--- src/rtl/orv64_param_pkg.sv ---
`default_nettype none
// ============================================================================
// Package     : orv64_param_pkg
// Description : Shared ORV64 widths and ICache refill state encoding.
// Revision    : 1.0 - initial release
// ============================================================================
package orv64_param_pkg;

  localparam int ORV64_PHY_ADDR_WIDTH      = 56;
  localparam int ORV64_ICACHE_LINE_WIDTH   = 256;
  localparam int ORV64_ICACHE_REFILL_BEATS = 4;

  typedef enum logic [2:0] {
    ST_IDLE  = 3'd0,
    ST_REQ   = 3'd1,
    ST_WAIT  = 3'd2,
    ST_DRAIN = 3'd3,
    ST_FILL  = 3'd4
  } orv64_refill_state_e;

endpackage
`default_nettype wire

--- src/rtl/orv64_refill_line_buf.sv ---
`default_nettype none
// ============================================================================
// Module      : orv64_refill_line_buf
// Description : Beat-indexed line register with a sticky error bit. A clear
//               zeroes the line and the error before a new refill begins.
// Revision    : 1.0 - initial release
// ============================================================================
module orv64_refill_line_buf #(
  parameter int LINE_W  = 256,
  parameter int BEAT_W  = 64,
  parameter int N_BEATS = LINE_W / BEAT_W,
  parameter int IDX_W   = (N_BEATS > 1) ? $clog2(N_BEATS) : 1
) (
  input  logic              clk,
  input  logic              rst,
  input  logic              clr,
  input  logic              wr_en,
  input  logic [IDX_W-1:0]  wr_idx,
  input  logic [BEAT_W-1:0] wr_data,
  input  logic              wr_err,
  output logic [LINE_W-1:0] line,
  output logic              err
);

  logic [LINE_W-1:0] r_line;
  logic              r_err;

  // One register slice per beat; only the slice addressed by wr_idx updates.
  generate
    for (genvar k = 0; k < N_BEATS; k++) begin : g_beat
      // Beat k slice: cleared on a new refill, written when its index is hit.
      always_ff @(posedge clk or posedge rst) begin
        if (rst) begin
          r_line[k*BEAT_W +: BEAT_W] <= '0;
        end else if (clr) begin
          r_line[k*BEAT_W +: BEAT_W] <= '0;
        end else if (wr_en && (wr_idx == IDX_W'(k))) begin
          r_line[k*BEAT_W +: BEAT_W] <= wr_data;
        end
      end
    end
  endgenerate

  // Sticky error: any erroneous beat in the burst marks the whole line.
  always_ff @(posedge clk or posedge rst) begin
    if (rst) begin
      r_err <= 1'b0;
    end else if (clr) begin
      r_err <= 1'b0;
    end else if (wr_en) begin
      r_err <= r_err | wr_err;
    end
  end

  assign line = r_line;
  assign err  = r_err;

endmodule
`default_nettype wire

--- src/rtl/orv64_icache_refill_resp.sv ---
`default_nettype none
// ============================================================================
// Module      : orv64_icache_refill_resp
// Description : ICache miss responder. Accepts one miss, issues a line-aligned
//               memory read, gathers the return beats into a line and hands
//               the full line back to the ICache refill path.
// Options     : ORV64_ICACHE_CRIT_WORD_FIRST_EN adds the crit_valid/crit_data
//               early critical-word output.
// Revision    : 1.0 - initial release
// ============================================================================
module orv64_icache_refill_resp
  import orv64_param_pkg::*;
#(
  parameter int PADDR_W = ORV64_PHY_ADDR_WIDTH,
  parameter int LINE_W  = ORV64_ICACHE_LINE_WIDTH,
  parameter int BEAT_W  = 64,
  parameter int N_BEATS = LINE_W / BEAT_W
) (
  input  logic               clk,
  input  logic               rst,
  input  logic               flush,
  input  logic               miss_req_valid,
  output logic               miss_req_ready,
  input  logic [PADDR_W-1:0] miss_req_paddr,
  output logic               mem_req_valid,
  input  logic               mem_req_ready,
  output logic [PADDR_W-1:0] mem_req_paddr,
  input  logic               mem_resp_valid,
  output logic               mem_resp_ready,
  input  logic [BEAT_W-1:0]  mem_resp_data,
  input  logic               mem_resp_err,
  output logic               fill_valid,
  input  logic               fill_ready,
  output logic [PADDR_W-1:0] fill_paddr,
  output logic [LINE_W-1:0]  fill_data,
  output logic               fill_err
`ifdef ORV64_ICACHE_CRIT_WORD_FIRST_EN
  ,
  output logic               crit_valid,
  output logic [31:0]        crit_data
`endif
);

  localparam int CNT_W = (N_BEATS > 1) ? $clog2(N_BEATS) : 1;
  localparam int OFF_W = $clog2(LINE_W / 8);
  localparam logic [CNT_W-1:0]   C_LAST_BEAT = CNT_W'(N_BEATS - 1);
  localparam logic [PADDR_W-1:0] C_OFF_MASK  = PADDR_W'((LINE_W / 8) - 1);

  orv64_refill_state_e r_state, w_state_nxt;
  logic [CNT_W-1:0]    r_beat_cnt, w_beat_cnt_nxt;
  logic [PADDR_W-1:0]  r_paddr;
  logic                w_capture;
  logic                w_beat_wr;
  logic                w_beat_last;

  // State and beat counter registers.
  always_ff @(posedge clk or posedge rst) begin
    if (rst) begin
      r_state    <= ST_IDLE;
      r_beat_cnt <= '0;
    end else begin
      r_state    <= w_state_nxt;
      r_beat_cnt <= w_beat_cnt_nxt;
    end
  end

  // Next-state, counter and handshake outputs; flush outranks every event.
  always_comb begin
    w_state_nxt    = r_state;
    w_beat_cnt_nxt = r_beat_cnt;
    miss_req_ready = 1'b0;
    mem_req_valid  = 1'b0;
    mem_resp_ready = 1'b0;
    fill_valid     = 1'b0;
    w_capture      = 1'b0;
    w_beat_wr      = 1'b0;
    w_beat_last    = (r_beat_cnt == C_LAST_BEAT);
    unique case (r_state)
      ST_IDLE: begin
        miss_req_ready = !flush;
        if (miss_req_valid && !flush) begin
          w_capture   = 1'b1;
          w_state_nxt = ST_REQ;
        end
      end
      ST_REQ: begin
        mem_req_valid = 1'b1;
        // A request accepted in the flush cycle is still outstanding, so its
        // beats must be drained rather than abandoned.
        if (mem_req_ready) begin
          w_beat_cnt_nxt = '0;
          w_state_nxt    = flush ? ST_DRAIN : ST_WAIT;
        end else if (flush) begin
          w_state_nxt = ST_IDLE;
        end
      end
      ST_WAIT: begin
        mem_resp_ready = 1'b1;
        w_beat_wr      = mem_resp_valid;
        if (mem_resp_valid) begin
          w_beat_cnt_nxt = w_beat_last ? '0 : r_beat_cnt + CNT_W'(1);
        end
        if (mem_resp_valid && w_beat_last) begin
          w_state_nxt = flush ? ST_IDLE : ST_FILL;
        end else if (flush) begin
          w_state_nxt = ST_DRAIN;
        end
      end
      ST_DRAIN: begin
        mem_resp_ready = 1'b1;
        if (mem_resp_valid) begin
          w_beat_cnt_nxt = w_beat_last ? '0 : r_beat_cnt + CNT_W'(1);
          if (w_beat_last) begin
            w_state_nxt = ST_IDLE;
          end
        end
      end
      ST_FILL: begin
        // Masking valid during flush keeps a dropped line from handshaking.
        fill_valid = !flush;
        if (flush || fill_ready) begin
          w_state_nxt = ST_IDLE;
        end
      end
      default: begin
        w_state_nxt = ST_IDLE;
      end
    endcase
  end

  // Line-aligned miss address, captured on the miss handshake.
  always_ff @(posedge clk or posedge rst) begin
    if (rst) begin
      r_paddr <= '0;
    end else if (w_capture) begin
      r_paddr <= miss_req_paddr & ~C_OFF_MASK;
    end
  end

  orv64_refill_line_buf #(
    .LINE_W  (LINE_W),
    .BEAT_W  (BEAT_W),
    .N_BEATS (N_BEATS),
    .IDX_W   (CNT_W)
  ) u_line_buf (
    .clk     (clk),
    .rst     (rst),
    .clr     (w_capture),
    .wr_en   (w_beat_wr),
    .wr_idx  (r_beat_cnt),
    .wr_data (mem_resp_data),
    .wr_err  (mem_resp_err),
    .line    (fill_data),
    .err     (fill_err)
  );

  assign mem_req_paddr = r_paddr;
  assign fill_paddr    = r_paddr;

`ifdef ORV64_ICACHE_CRIT_WORD_FIRST_EN
  // Word offset of the missing instruction within the line.
  logic [OFF_W-3:0] r_crit_off;

  // Critical word offset, captured alongside the line address.
  always_ff @(posedge clk or posedge rst) begin
    if (rst) begin
      r_crit_off <= '0;
    end else if (w_capture) begin
      r_crit_off <= miss_req_paddr[OFF_W-1:2];
    end
  end

  // Upper offset bits select the beat, the lowest bit picks the 32-bit half.
  assign crit_valid = (r_state == ST_WAIT) && mem_resp_valid && !mem_resp_err && !flush &&
                      (r_beat_cnt == r_crit_off[OFF_W-3:1]);
  assign crit_data  = r_crit_off[0] ? mem_resp_data[63:32] : mem_resp_data[31:0];
`endif

endmodule
`default_nettype wire

--- config.mk ---
export PLATFORM = sky130hd
export DESIGN_NAME = orv64_icache_refill_resp
export DESIGN_NICKNAME = d
export VERILOG_FILES = /design/src/rtl/orv64_param_pkg.sv /design/src/rtl/orv64_refill_line_buf.sv /design/src/rtl/orv64_icache_refill_resp.sv
export SDC_FILE = /design/constraint.sdc
export NUM_CORES = 1
export LEC_CHECK = 0
export CAP_MARGIN = 5
export CORE_AREA = 5 5 189 191
export DETAILED_ROUTE_END_ITERATION = 8
export DIE_AREA = 0 0 194 196
export PLACE_DENSITY = 0.75
export SYNTH_ARGS = -nofsm -noshare
export SYNTH_HDL_FRONTEND = slang
export SYNTH_SLANG_ARGS = --single-unit
--- constraint.sdc ---
create_clock -name clk -period 13.3 [get_ports clk]
set_clock_uncertainty 0.15 [all_clocks]
set_input_delay 2.66 -clock clk [delete_from_list [all_inputs] [get_ports clk]]
set_output_delay 2.66 -clock clk [all_outputs]
set_load 0.02 [all_outputs]
# ---- Word level (Yosys, flattened, before mapping)
# Cells that the tools add are included.
dict set report classes {
  add_sub_neg 1
  bitwise_logic 1
  reduce_logical 19
  n_eq_ne 15
  n_mux 32
}
# operator count
set ops {}
lappend ops {{$mux W64} 8}
lappend ops {{$mux W3} 9}
lappend ops {{$pmux W3 S5} 1}
lappend ops {{$reduce_bool A2 Y1} 6}
lappend ops {{$mux W1} 10}
lappend ops {{$ne A2 B2 Y1 const B} 5}
lappend ops {{$eq A3 B2 Y1 const B} 2}
lappend ops {{$logic_and A1 B1 Y1} 6}
lappend ops {{$mux W2} 3}
lappend ops {{$ne A3 B3 Y1 const B} 2}
lappend ops {{$reduce_and A6 Y1} 1}
lappend ops {{$eq A2 B2 Y1 const B} 2}
lappend ops {{$pmux W2 S2} 1}
lappend ops {{$eq A3 B1 Y1 const B} 1}
lappend ops {{$eq A3 B3 Y1 const B} 1}
lappend ops {{$logic_not A3 Y1} 1}
lappend ops {{$reduce_and A3 Y1} 1}
lappend ops {{$add A2 B1 Y2 const B} 1}
lappend ops {{$eq A2 B1 Y1 const B} 1}
lappend ops {{$logic_not A2 Y1} 1}
lappend ops {{$ne A2 B1 Y1 const B} 1}
lappend ops {{$reduce_or A2 Y1} 1}
lappend ops {{$logic_not A1 Y1} 1}
lappend ops {{$logic_or A1 B1 Y1} 1}
lappend ops {{$or A1 B1 Y1} 1}
dict set report totals {
  in_bits 128
  elab_cells 76
  regBits 313
  out_inout_bits 373
}

# ---- Logic depth before layout (Yosys ltp)
# Gate-level depths: netlist (run 1).
dict set report logic_depth {
  word_depth 5
  mapped_depth 8
  mapped_depth_nobuf 5
}

# ---- Hierarchy
# Synthesis (run 1) repeated with hierarchy kept, for this count alone.
dict set report hier_totals {
  hier_cells 1105
  area_unflattened_um2 14357.5
}
# mod seq_area_each_um2 cells_per_inst instances area_per_inst_um2
set by_module_without_submodules {}
lappend by_module_without_submodules {orv64_refill_line_buf 6431.2 906 1 11441.0}
lappend by_module_without_submodules {orv64_icache_refill_resp 1401.3 199 1 2916.5}

# ---- Least setup slack after synthesis (run 1)
# OpenSTA, ideal clock, no wires.
dict set report synth_path {
  path_kind {input -> output}
  startpoint {in flush}
  endpoint {out fill_valid}
  path_buffers 0
  setup_slack_ns 7.111
  stages 1
  arrival_time_ns 3.379
  t_required_ns 10.490
  path_cell_list {nor4_1}
}
dict set report synth_via {
  elab_chain_cells 2
}
# item line_no
set synth_lines {}
lappend synth_lines {{start, declared} orv64_icache_refill_resp.sv:21} ;# input logic flush,
lappend synth_lines {{$logic_not A1 Y1} orv64_icache_refill_resp.sv:120} ;# fill_valid = !flush;
lappend synth_lines {{$mux W1} orv64_icache_refill_resp.sv:78} ;# unique case (r_state)
lappend synth_lines {{end, declared} orv64_icache_refill_resp.sv:32} ;# output logic fill_valid,
# Every way passes these cells.

# ---- Worst setup path after layout (run 1)
dict set report layout_path {
  startpoint {in flush}
  endpoint {out miss_req_ready}
}
dict set report layout_via {
  elab_chain_cells 2
}
# item line_no
set layout_lines {}
lappend layout_lines {{$logic_not A1 Y1} orv64_icache_refill_resp.sv:80} ;# miss_req_ready = !flush;
lappend layout_lines {{$mux W1} orv64_icache_refill_resp.sv:78}
lappend layout_lines {{end, declared} orv64_icache_refill_resp.sv:23} ;# output logic miss_req_ready,
# Every way passes these cells.

==> impl_summary.txt, run 1 <==
----------------------------------------------------
[Outcome]
  Run status ... finished clean

[Final layout]
  Fraction of layout instances using a drive strength above 1 ... a little over a tenth
  Area of the multi-input gates ... 4370 um2
  Commonest non-fill, non-tap cell in the layout ... sky130_fd_sc_hd__nand2_1
  Area of all sequential standard cells ... 7830 um2
  Relative area change from synthesis to final layout ... 42.3%
  Share of the core filled with cells ... 55.9%
  Layout filler cell count ... between 2,000 and 3,000
  Antenna diode count ... 0
  Cell Count, Final, Fillers Out ... ~2,200
  Commonest cells after routing, fill and taps aside ... sky130_fd_sc_hd__nand2_1, sky130_fd_sc_hd__clkdlybuf4s50_1, sky130_fd_sc_hd__dfrtp_1
  Final cell area excluding filler cells ... between 15,000 and 20,000 um2
  Nets@finish ... 1,853

[Global route]
  Total congestion overflow after global routing ... 0
  Initial antenna violation count ... 0
  Via count of the first global-routing pass ... 11,200
  Total global-route track usage ... roughly 21%
  Largest net degree at the start of global routing ... around 180
  Wire length of the first global-routing pass ... 65,800 um

[Placed design]
  Placed cell areas ... 17,700 um2
  Placed Cells ... ~2,100
  Port Buffer Count ... between 400 and 500
  Routability-driven placement congestion ratio ... 0.840
  HPWL after detailed placement ... 27,900 um

[Timing]
  Post-route fraction of the period consumed by the critical path ... about 52%
  Maximum achievable frequency ... around 0.14 GHz
  Final Critical Period ... between 6 and 7 ns
  Worst-case headroom to the max-slew limit ... 24.8%
  Unrepaired setup endpoints after global routing ... false
  Setup Viol. Count Final ... 0
  Setup tns final ... 0 ns
  Number of failing hold endpoints at the final stage ... 0
  Number of pins with negative max-slew slack in the final report ... 0
  Transition time at the pin with the least slew margin ... roughly 1.1 ns

[Synth]
  Dominant cell type by area after synthesis ... sky130_fd_sc_hd__dfrtp_1
  Distinct cell type count after synthesis ... 31
  Instance count of the mapped netlist ... between 1,000 and 1,500
  Ys async rst share ... 100%
  Post-synth EDFFs ... 0
  Number of synthesis warnings ... 0
  Syn_area_per_cell ... roughly 10 um2
  Yosys top cell area share ... approximately three fifths
  Dominant synthesized flop cell ... sky130_fd_sc_hd__dfrtp_1
  Post-synthesis sequential area ratio ... about three fifths
  Synthesized cell area ... 13,300 um2
  Seq cells post-synth ... 313
  Largest cells by area after synthesis ... sky130_fd_sc_hd__dfrtp_1, sky130_fd_sc_hd__nand2_1, sky130_fd_sc_hd__a21oi_1, sky130_fd_sc_hd__mux2_2, sky130_fd_sc_hd__a21oi_2

[Clock network]
  Buffers inserted by post-CTS timing repair ... 0
  Hold-fix buffers, CTS ... 0
  TritonCTS sink count ... 313
  Clock latency on the worst-skew pair ... 0.50 ns
  Clock-pin slew on the worst setup and hold paths ... about 0.06 ns
  H-tree levels ... 2
  Clock tree from TritonCTS ... built
  Number of clock buffers inserted by TritonCTS ... 35
  CTS root buf ... sky130_fd_sc_hd__clkbuf_16
  Max Buffers Root-to-Sink ... 3
  Post-cts repair resize count ... 0

[Floorplanning]
  I/O pin count ... roughly 500
  Placeable core region ... between 30,000 and 40,000 um2
  Die extent in y ... 196 um
  Num rows ... slightly below 70
  Initial core utilization ... around two fifths
  DIE WIDTH ... between 150 and 200 um
  Full die area ... roughly 38,000 um2

[Power and ir drop]
  Power Dens Cells ... about 260 nW/um2
  Peak supply drop ... around 0.14 mV
  Sequential Power Share ... 32.2%
  Switching power ... 1870 uW
  Logic pwr share ... a little under half
  Clock power share ... 20.8%
  Fraction of power spent switching nets ... approximately 37%
  Internal Dissipation ... between 3000 and 4000 uW
  Cell leakage power ... 0.00798 uW
  Total power draw ... between 4000 and 5000 uW

[Setup path]
  Largest fanout of any net on the critical path ... 7
  Type of destination of the critical path ... primary output
  Startpoint-to-endpoint class of the critical path ... in -> out
  Data arrival time of the critical path ... a little over 4 ns
  Worst Path Required ... between 10 and 15 ns
  Element type at the critical path start ... input port

[Run]
  Max-capacitance violation count ... 0

[Detailed routing]
  Routed Wire Length ... roughly 42,000 um
  Number of vias per cell after detailed routing ... between 4 and 5
  DR DRC count ... 0
  Total iterations of the first detailed-routing run ... 5
  Post-DRT Antenna Nets ... 0
  Routed wire length per instance ... 19.3 um
  Vias ... ~11,000
  Number of DRC violations after detailed-routing iteration 0 ... 606

[Worst hold path]
  Worst hold path class ... reg -> reg

----------------------------------------------------
## path summary, 6_finish.rpt
check | startpoint | end | slack [ns] | cells past startpoint
worst min register to register | u_line_buf.line[61] | u_line_buf.line[61] | 0.37 | 2
worst max register to register | r_state[2] | fill_paddr[13] | 9.43 | 4
max in group asynchronous | rst | fill_paddr[39] | 8.68 | 3
worst max-delay path | flush | miss_req_ready | 6.35 | 3
worst min-delay path | u_line_buf.line[61] | u_line_buf.line[61] | 0.37 | 2
min in group asynchronous | rst | fill_paddr[33] | 2.56 | 2
## sequential cells by signal, summed over array words and instances, names as in the netlist
name             flops
r_beat_cnt           2
u_line_buf.err       1
u_line_buf.line    256
fill_paddr          51
r_state              3
## power groups by stage
| stage | clock network [uW] | registers (uW) | logic [uW] |
|---|---|---|---|
| after floorplan | 0 | 2090 | 784 |
| after global placement | 0 | 1600 | 2340 |
| after detailed placement | 0 | 1620 | 2370 |
| after CTS | 1060 | 1610 | 2380 |
| after global routing | 1100 | 1670 | 2480 |
| final | 1040 | 1610 | 2350 |
## final cells by class
type / count / share of cell area, %
clock inverters: 12 / 1.11
flip-flops and latches: 313 / 41.2
repair buffers: 493 / 26.0
inverters: 6 / 0.158
well taps: 455 / 3.00
clock buffers: 50 / 5.45
multi-input cells: 872 / 23.0
## synth_stat cells (all sizes together), types with 2 or more instances
master,count
dfrtp,313
a21oi,259
mux2,52
ha,4
nor4,3
buf,133
nor3b,3
inv,6
nor2,2
clkbuf,19
o31ai,2
nand2,522
nand3,3
and2,4
## metrics by stage
| step | hold WS [ns] | worst slack (ns) |
|---|---|---|
| finish | 0.369 | 6.35 |
| global placement | 0.357 | 6.36 |
| detailed placement | 0.358 | 6.36 |
| CTS | 0.372 | 6.35 |
| global route | 0.384 | 6.25 |
| floorplan | 0.354 | 1.83 |
## per-layer routing
layer  vias up  track usage, %  wire (um)
met2       446            36.6      21100
met3        88            5.92       3460
met4         0            7.47       1420
li1       5012               -          -
met1      5394            26.4      16500
met5         -               0          0
## cell families (layout without fill, tap and decap cells)
kind of cell    Yosys count  in the layout  synth area share [%]
compound gates          264            264                  11.7
other cells               1             10                0.0281
mux                      52             52                  4.39
flops                   313            313                  58.7
fa+ha+maj                 4              4                 0.375
buf+inv                 158            561                  8.89
simple gates            542            542                  15.9
## critical path, cell delays in order
cell and delay [ns]:
sky130_fd_sc_hd__clkdlybuf4s50_1 0.51, sky130_fd_sc_hd__nor4_1 0.31, sky130_fd_sc_hd__clkdlybuf4s50_1 0.65
Note: power is estimated with default switching activity, not from simulation.
==> run 2, diff against run 1 <==
==> constraint.sdc (replaced) <==
create_clock -name clk -period 7 [get_ports clk]
set_clock_uncertainty 0.15 [all_clocks]
set_input_delay 1.4 -clock clk [delete_from_list [all_inputs] [get_ports clk]]
set_output_delay 1.4 -clock clk [all_outputs]
set_load 0.02 [all_outputs]
==> run 2 against run 1 <==
Combinational power grew 91%. Sequential share of layout area grew 0.13 points. Via count rose by 0.40%. First-iteration DRC count down 0.17%. Setup slack worse by 3.9 ns. Global-route usage grew 0.27 points. Non-clock buffer count is the same. Cell count down 0.14%. Routed wire length increased by 2.1%. Register-to-register slack lost 5.2 ns. Sequential power is 90% higher. Cell area shrank 0.32%. Critical endpoint is now fill_valid.
==> impl_summary.txt, run 2 (same netlist as run 1, synthesis figures left out) <==
----------------------------------------------------
[Clock network]
  Clock latency on the worst-skew pair ... 0.49 ns (about the same)
  Buffers inserted by post-CTS timing repair ... 0 (unchanged)
  Hold-fix buffers, CTS ... 0 (unchanged)
  Max Buffers Root-to-Sink ... 3 (unchanged)
  Clock-pin slew on the worst setup and hold paths ... 0.05 ns (about the same)
  Clock tree from TritonCTS ... built
  Number of clock buffers inserted by TritonCTS ... 35 (unchanged)
  TritonCTS sink count ... 313 (unchanged)
  H-tree levels ... 2 (unchanged)
  Post-cts repair resize count ... 0 (unchanged)
  CTS root buf ... sky130_fd_sc_hd__clkbuf_16

[Timing]
  Post-route fraction of the period consumed by the critical path ... around 64%
  Number of pins with negative max-slew slack in the final report ... 0 (unchanged)
  Unrepaired setup endpoints after global routing ... false
  Hold WS ... 0.366 ns (-0.00325 ns)
  Number of failing hold endpoints at the final stage ... 0 (unchanged)
  Setup Viol. Count Final ... 0 (unchanged)
  Final Critical Period ... 4.51 ns
  Worst-case headroom to the max-slew limit ... 33.3% (+8.5 points)
  Maximum achievable frequency ... between 0.2 and 0.25 GHz
  Setup tns final ... 0 ns (unchanged)
  Transition time at the pin with the least slew margin ... 1.00 ns (-0.127 ns)

[Setup path]
  Cell occurring most often along the worst timing path ... sky130_fd_sc_hd__clkdlybuf4s50_1
  Element type at the critical path start ... input port
  Worst Path Required ... 5.45 ns (-5.04 ns)
  Cell with the largest stage delay on the worst path ... sky130_fd_sc_hd__clkdlybuf4s50_1
  Type of destination of the critical path ... primary output
  Sequence of cells on the critical path ... clkdlybuf4s50_1 -> nor4_1 -> clkdlybuf4s50_1
  Data arrival time of the critical path ... 2.96 ns (-1.18 ns)
  Largest fanout of any net on the critical path ... 7 (unchanged)
  Crit-path max cell delay ... 0.67 ns (+0.02 ns)
  R2R cell count ... 5 (+1)
  Startpoint-to-endpoint class of the critical path ... in -> out

[Global route]
  Wire length of the first global-routing pass ... 66,400 um (+0.92%)
  Via count of the first global-routing pass ... 11,100 (-1.0%)
  Largest net degree at the start of global routing ... 162 (-9.0%)
  Total congestion overflow after global routing ... 0 (unchanged)
  Initial antenna violation count ... 0 (unchanged)
  Total global-route track usage ... 21.7% (+0.27 points)

[Power and ir drop]
  Power Dens Cells ... 496 nW/um2 (+89%)
  Sequential Power Share ... 32.6% (+0.4 points)
  Peak supply drop ... 0.280 mV (+100%)
  Fraction of power spent switching nets ... 38.1% (+0.60 points)
  Internal Dissipation ... 5820 uW (+86%)
  Logic pwr share ... 47.7% (+0.7 points)
  Clock power share ... 19.8% (-1.0 points)
  Cell leakage power ... 0.00794 uW (-0.42%)
  Switching power ... 3580 uW (+91%)

[Final layout]
  Cell Count, Final, Fillers Out ... 2,198 (-0.14%)
  Fraction of layout instances using a drive strength above 1 ... 10.8% (+0.019 points)
  Nets@finish ... 1,853 (unchanged)
  Share of the core filled with cells ... 55.8% (-0.18 points)
  Commonest cells after routing, fill and taps aside ... sky130_fd_sc_hd__nand2_1, sky130_fd_sc_hd__clkdlybuf4s50_1, sky130_fd_sc_hd__dfrtp_1
  Commonest non-fill, non-tap cell in the layout ... sky130_fd_sc_hd__nand2_1
  Antenna diode count ... 0 (unchanged)
  Max FFs per register ... 256 (unchanged)
  Relative area change from synthesis to final layout ... 41.9%

[Detailed routing]
  Number of DRC violations after detailed-routing iteration 0 ... 605 (-0.17%)
  Post-DRT Antenna Nets ... 0 (unchanged)
  Routed Wire Length ... 43,400 um (+2.1%)
  Routed wire length per instance ... 19.7 um (+2.3%)
  Total iterations of the first detailed-routing run ... 5 (unchanged)
  Number of vias per cell after detailed routing ... 5.00 (+0.54%)
  Vias ... 11,000 (+0.40%)
  DR DRC count ... 0 (unchanged)

[Floorplanning]
  Die extent in y ... 196 um (unchanged)
  Initial core utilization ... 39.3% (unchanged)
  DIE WIDTH ... 194 um (unchanged)
  I/O pin count ... 501 (unchanged)
  Num rows ... 68 (unchanged)
  Full die area ... 38,000 um2 (unchanged)
  Placeable core region ... 33,900 um2 (unchanged)

[Outcome]
  Run status ... finished clean

[Run]
  Max-capacitance violation count ... 0 (unchanged)

[Placed design]
  Placed Cells ... 2,139 (unchanged)
  Routability-driven placement congestion ratio ... 0.823 (-1.9%)
  HPWL after detailed placement ... 28,200 um (+1.3%)
  Port Buffer Count ... 485 (unchanged)

[Worst hold path]
  Worst hold path class ... reg -> reg
  Hold-critical path depth ... 2 (unchanged)

----------------------------------------------------
[run 2: changes by cell type in the layout (fill, tap and decap cells not counted)]
| cell | before | now |
|---|---|---|
| sky130_fd_sc_hd__clkinv_4 | 0 | 1 |
| sky130_fd_sc_hd__inv_8 | 1 | 0 |
| sky130_fd_sc_hd__bufinv_16 | 6 | 2 |
| sky130_fd_sc_hd__clkbuf_8 | 6 | 9 |
| sky130_fd_sc_hd__buf_4 | 6 | 4 |
| sky130_fd_sc_hd__clkinvlp_4 | 0 | 1 |
| sky130_fd_sc_hd__clkbuf_1 | 7 | 4 |
| sky130_fd_sc_hd__buf_12 | 2 | 4 |
[run 2: metrics by stage]
step	area [um2]	setup slack [ns]	total power [uW]
final	18900	2.49	9390
after global routing	18900	2.45	9860
after CTS	18900	2.51	9490
after detailed placement	17800	2.53	7590
after global placement	17800	2.56	7480
after floorplan	13400	1.28	5450
[run 2: worst paths after layout]
path	slack, ns	end	startpoint
setup / recovery	2.49	fill_valid	flush
hold / removal	0.37	u_line_buf.err	u_line_buf.err
setup reg to reg	4.27	u_line_buf.line[182]	r_state[2]
hold reg to reg	0.37	u_line_buf.err	u_line_buf.err
max in group asynchronous	4.57	u_line_buf.line[67]	rst
min in group asynchronous	1.28	fill_paddr[53]	rst
[run 2: layout make-up]
class,count,area [um2]
fillers,2885,15000
flip-flops and latches,313,7830
repair buffers,493,4960
multi-input cells,872,4370
clock buffers,50,1060
well taps,455,569
clock inverters,9,98.8
inverters,6,26.3
[run 2: worst max-delay path: cells and delay by family]
| family | cells | cell delay, ns |
|---|---|---|
| buffers and inverters | 2 | 1.21 |
| and+or+nand+nor | 1 | 0.35 |
[run 2: power by group through the flow]
stage                     Clock [uW]  Combinational (uW)  Sequential, uW
after CTS                       1900                4530            3060
after detailed placement           0                4510            3080
final                           1860                4480            3060
after global placement             0                4450            3040
after global routing            1960                4740            3160
after floorplan                    0                1490            3960
[run 2: metal layers]
metal / part of all wire, % / track usage (%) / routed length, um
met1: 39 / 27.2 / 16900
met2: 50 / 37.0 / 21600
met3: 7.7 / 5.65 / 3350
met4: 3.5 / 7.21 / 1520
met5: 0 / 0 / 0
